==> config.mk <==
export PLATFORM = sky130hd
export DESIGN_NAME = iq_dequant
export DESIGN_NICKNAME = d
export VERILOG_FILES = /design/src/rtl/iq_dequant.sv
export SDC_FILE = /design/constraint.sdc
export NUM_CORES = 1
export LEC_CHECK = 0
export ABC_AREA = 1
export BUFFER_PORTS_ARGS = -buffer_cell sky130_fd_sc_hd__buf_2
export CORE_ASPECT_RATIO = 2
export CORE_UTILIZATION = 55
export CTS_CLUSTER_SIZE = 40
export DETAILED_ROUTE_END_ITERATION = 7
export PLACE_DENSITY = 0.76
export SLEW_MARGIN = 20
export SYNTH_ARGS = -nofsm -noshare
export SYNTH_HDL_FRONTEND = slang
export SYNTH_SLANG_ARGS = --single-unit
==> constraint.sdc <==
create_clock -name clk -period 9.5 [get_ports clk]
set_input_delay 0.475 -clock clk [delete_from_list [all_inputs] [get_ports clk]]
set_output_delay 0.475 -clock clk [all_outputs]
set_load 0.05 [all_outputs]
==> src/rtl/iq_dequant.sv <==
// Inverse-quantisation front end: streams 64 coefficients per 8x8 block, addresses the
// quantiser-step ROM and emits saturated products over a valid/ready handshake.
module iq_dequant #(
  parameter  int COEF_W  = 12,
  parameter  int Q_W     = 8,
  parameter  int BLOCK_N = 64,
  localparam int IDX_W   = $clog2(BLOCK_N)
) (
  input  logic              clk,
  input  logic              rst,
  input  logic [COEF_W-1:0] in_coeff,
  input  logic              in_valid,
  output logic              in_ready,
  output logic [IDX_W-1:0]  romq_a,
  input  logic [Q_W-1:0]    romq_d,
  output logic [COEF_W-1:0] out_coeff,
  output logic              out_valid,
  input  logic              out_ready,
  output logic              out_last,
  output logic              out_sat,
  output logic              busy
);

  localparam int P_W = COEF_W + Q_W + 1;
  localparam logic signed [P_W-1:0]  MAX_P   = P_W'(2 ** (COEF_W - 1) - 1);
  localparam logic signed [P_W-1:0]  MIN_P   = ~MAX_P;
  localparam logic [COEF_W-1:0]      OUT_MAX = {1'b0, {(COEF_W - 1){1'b1}}};
  localparam logic [COEF_W-1:0]      OUT_MIN = {1'b1, {(COEF_W - 1){1'b0}}};
  localparam logic [IDX_W-1:0]       LAST_IDX = IDX_W'(BLOCK_N - 1);

  typedef enum logic {IDLE, ACTIVE} state_e;

  state_e              state_q, state_d;
  logic [IDX_W-1:0]    idx_q;
  logic [COEF_W-1:0]   s1_coeff_q, s2_coeff_q;
  logic [IDX_W-1:0]    s1_idx_q, s2_idx_q;
  logic                s1_valid_q, s2_valid_q;
  logic [COEF_W-1:0]   out_coeff_q;
  logic                out_valid_q, out_last_q, out_sat_q;

  logic                adv, in_acc, out_acc;
  logic signed [P_W-1:0] prod;
  logic [COEF_W-1:0]   sat_coeff;
  logic                sat_flag;

  assign adv      = !out_valid_q || out_ready;
  assign in_ready = adv;
  assign in_acc   = in_valid && adv;
  assign out_acc  = out_valid_q && out_ready;

  // While stalled the ROM keeps being addressed with the S2 index so its registered
  // output still matches the coefficient waiting in S2.
  assign romq_a = adv ? s1_idx_q : s2_idx_q;

  assign prod = P_W'($signed(s2_coeff_q)) * P_W'($signed({1'b0, romq_d}));

  always_comb begin
    // NOTE: every output of a combinational block gets a default first, so no path
    // leaves it unassigned and no latch is inferred.
    sat_coeff = prod[COEF_W-1:0];
    sat_flag  = 1'b0;
    if (prod > MAX_P) begin
      sat_coeff = OUT_MAX;
      sat_flag  = 1'b1;
    end else if (prod < MIN_P) begin
      sat_coeff = OUT_MIN;
      sat_flag  = 1'b1;
    end
  end

  // NOTE: sequential state uses non-blocking assignments so every flop samples the
  // pre-edge values and the stages shift together without ordering races.
  always_ff @(posedge clk or posedge rst) begin
    if (rst) begin
      idx_q       <= '0;
      s1_coeff_q  <= '0;
      s1_idx_q    <= '0;
      s1_valid_q  <= 1'b0;
      s2_coeff_q  <= '0;
      s2_idx_q    <= '0;
      s2_valid_q  <= 1'b0;
      out_coeff_q <= '0;
      out_valid_q <= 1'b0;
      out_last_q  <= 1'b0;
      out_sat_q   <= 1'b0;
    end else if (adv) begin
      s1_valid_q <= in_acc;
      if (in_acc) begin
        s1_coeff_q <= in_coeff;
        s1_idx_q   <= idx_q;
        idx_q      <= idx_q + IDX_W'(1);
      end
      s2_coeff_q  <= s1_coeff_q;
      s2_idx_q    <= s1_idx_q;
      s2_valid_q  <= s1_valid_q;
      out_valid_q <= s2_valid_q;
      if (s2_valid_q) begin
        out_coeff_q <= sat_coeff;
        out_sat_q   <= sat_flag;
        out_last_q  <= (s2_idx_q == LAST_IDX);
      end
    end
  end

  always_ff @(posedge clk or posedge rst) begin
    if (rst) state_q <= IDLE;
    else     state_q <= state_d;
  end

  always_comb begin
    state_d = state_q;
    busy    = (state_q == ACTIVE);
    case (state_q)
      IDLE:   if (in_acc) state_d = ACTIVE;
      // Coefficients of a following block already in the pipeline keep the block busy.
      ACTIVE: if (out_acc && out_last_q && !in_acc && !s1_valid_q && !s2_valid_q)
                state_d = IDLE;
      default: state_d = IDLE;
    endcase
  end

  assign out_coeff = out_coeff_q;
  assign out_valid = out_valid_q;
  assign out_last  = out_last_q;
  assign out_sat   = out_sat_q;

endmodule

==> results.md <==
- WS Path Type: flip-flop to flip-flop
- Fin crit period: about 5.3 ns
- Total gr overflow: 0
- Share of post-route cells with drive strength above 1: between 8 and 9%
- Port bufs: 46
- Syn Area/Cell: around 7.3 um2
- Period utilization: a little under three fifths
- Avg WL per Cell: between 10 and 15 um
- First-pass GRT wire length: between 20000 and 25000 um
- Least-Margin Pin Slew: about 0.84 ns
- Vias after detailed routing: 5278
- Core box area: about 0.011 mm2
- Status: completed
- Synthesized cell area: 0.006491 mm2
- Resized cells post-CTS: 0
- Sequential element share of the synthesized area: 23.13%
- # diodes: 0
- Synth-to-Final Area Change: 9.580%
- Placement Rows: 55
- Chip height: ~160 um
- Critical path fanouts, max: 12
- Seq cells post-synth: 60
- Slew Limit Headroom: 43.96%
- RSZ-0062 raised after global routing: false
- Initial Util: 56.82%
- Initial antenna violation count: 0
- CTS sink cnt: 60
- Largest net degree at the start of global routing: 61
- Post-detail-place hpwl: 11780 um
- Clock Path Buffers: 2
- Synth warnings: 0
- Residual DRC: 0
- Hold Buf Count CTS: 0
- Clock-pin slew on the worst setup and hold paths: around 0.060 ns
- Pre-antenna DRT Iters: 4
- R2r worst-path depth: 23
- Startpoint Class: flip-flop
- Fin. Hold Viols: 0
- Crit end category: flip-flop
- Total Wirelength: around 14000 um
- Critical path, cell by cell: nand2_1 -> inv_1 -> fa_1 -> inv_1 -> fa_1 -> inv_1 -> fa_1 -> inv_1 -> fa_1 -> inv_1 -> ha_1 -> nand2_1 -> nor2_1 -> and2_2 -> nand2_1 -> nand2_1 -> nand2_1 -> nand2_1 -> nand2_1 -> nor2_1 -> nand3_1 -> a21oi_2 -> a21oi_1
- I/O Pins: 47
- Critical path's slowest cell: fa_1
- Die ar.: 0.01227 mm2
- Most used cell, CP: nand2_1
- Reg2reg end: out_coeff[3]
- Commonest non-fill, non-tap cell in the layout: nand2_1
- First DRT Iteration DRCs: ~240
- CP arrival: ~5.5 ns
- GRT Total Usage: 26.74%
- CP startpoint: s2_coeff_q[11]
- Gp weighted congestion: ~0.92
- Mapped Cells: between 800 and 900
- CTS tree: built
- Most frequent cells in the layout: 308 x nand2_1, 232 x inv_1, 78 x fa_1
- Die Wd: a little under 80 um
- Worst Path Required: just under 10 ns
- Post-CTS setup buffer count: 0
- CP max stage delay: roughly 0.65 ns
- Setup TNS: 0 ns
- Routed Antenna Nets: 0
- Min-delay worst type: input pin to async pin
- Clock buffer count from CTS: 9
- Clk_skew: ~0.007 ns
- Vias in the first global route: about 5600
- MaxCap Viol Count: 0
- Clock root buffer: clkbuf_16
- H-tree levels: 3
- R2r startpoint: s2_coeff_q[11]
- Mapped Nets: 1029
- Clk Latency, worst-skew pair: roughly 0.33 ns
- Nets: 1059
- Synth unique cells: 25
- Max Slew Vio Count: 0
- Fill cell count: roughly 1100
- Worst reg-to-reg setup slack: roughly 4.2 ns
- Endpoints failing setup: 0
- Via/cell ratio: just under 5
- Fmax: roughly 190 MHz
-- cell type report --
| type | count | area, um2 | share of cell area (%) |
|---|---|---|---|
| clock buffer | 9 | 225.2 | 3.166 |
| tap | 142 | 177.7 | 2.498 |
| multi-input combinational | 561 | 3981 | 55.97 |
| sequential | 60 | 1501 | 21.11 |
| clock inverter | 7 | 100.1 | 1.407 |
| inverter | 233 | 874.6 | 12.30 |
| timing repair buffer | 49 | 252.7 | 3.553 |
-- cell usage after synthesis (all sizes together) --
library cell    n  area, um2
buf             3      26.27
dlygate4sd3     1      10.01
inv           233      874.6
nor3            4      20.02
nor2           34      132.6
ha             43      538.0
o41ai           1      8.760
dfrtp          60       1501
and2            3      20.02
fa             78       1562
xor2           11      96.34
nand3b          2      15.01
xnor2           4      35.03
clkbuf         26      97.59
a21o            1      7.510
o21ai          13      65.06
nand4           8      50.05
nand2         312       1181
a21oi          22      125.1
nand3          25      125.1
-- through the flow --
step           utilization [%]  area, um2  instances  worst slack, ns  hold slack, ns
3_3_place_gp             59.42       6788       1045            4.074          0.4510
3_5_place_dp             59.42       6788       1045            3.980          0.4559
4_1_cts                  62.27       7113       1061            4.109          0.3273
2_1_floorplan                -       6491        884            4.664          0.4420
6_report                 62.27       7113       1061            4.164          0.3337
5_1_grt                  62.27       7113       1061            3.742          0.3366
-- worst max-delay path by stage --
stage,end,slack [ns],cells after the start
after floorplan,out_coeff[0],4.66,24
after global placement,out_coeff[5],4.07,24
after detailed placement,out_coeff[3],3.98,24
after CTS,out_coeff[3],4.11,23
after global routing,out_coeff[6],3.74,23
final,out_coeff[3],4.16,23
-- critical path: cells and delay by family (launching register included) --
kind                       cells  cell delay, ns
AOI/OAI and AO/OA              2            0.62
adders and majority gates      5            2.58
buffers and inverters          5            0.47
DFF                            1            0.49
and+or+nand+nor               11            1.05
-- cells by family (layout without fill, tap and decap cells) --
kind of cell	after synthesis	after routing	synth area share, %
fa+ha+maj	121	121	32.34
compound gates	37	37	3.180
buf+inv	263	298	15.54
flops	60	60	23.13
xor+xnor	15	15	2.024
simple gates	388	388	23.79
-- state kept, by name, summed over array words and instances (netlist names) --
signal,cells
busy,1
s2_coeff_q,12
out_last,1
out_sat,1
s2_valid_q,1
s1_coeff_q,12
out_coeff,12
s1_valid_q,1
idx_q,6
s1_idx_q,6
out_valid,1
s2_idx_q,6
-- routing by layer --
metal / up-vias / part of all wire [%] / GRT usage [%]
met5: - / 0 / 0
met4: 0 / 5.3 / 15.32
met3: 46 / 2.4 / 3.801
met2: 115 / 57 / 51.68
met1: 2518 / 35 / 26.08
li1: 2599 / - / -
Power is not shown: default switching activity piles up to over one toggle a cycle in this logic, so the estimate is an artifact.
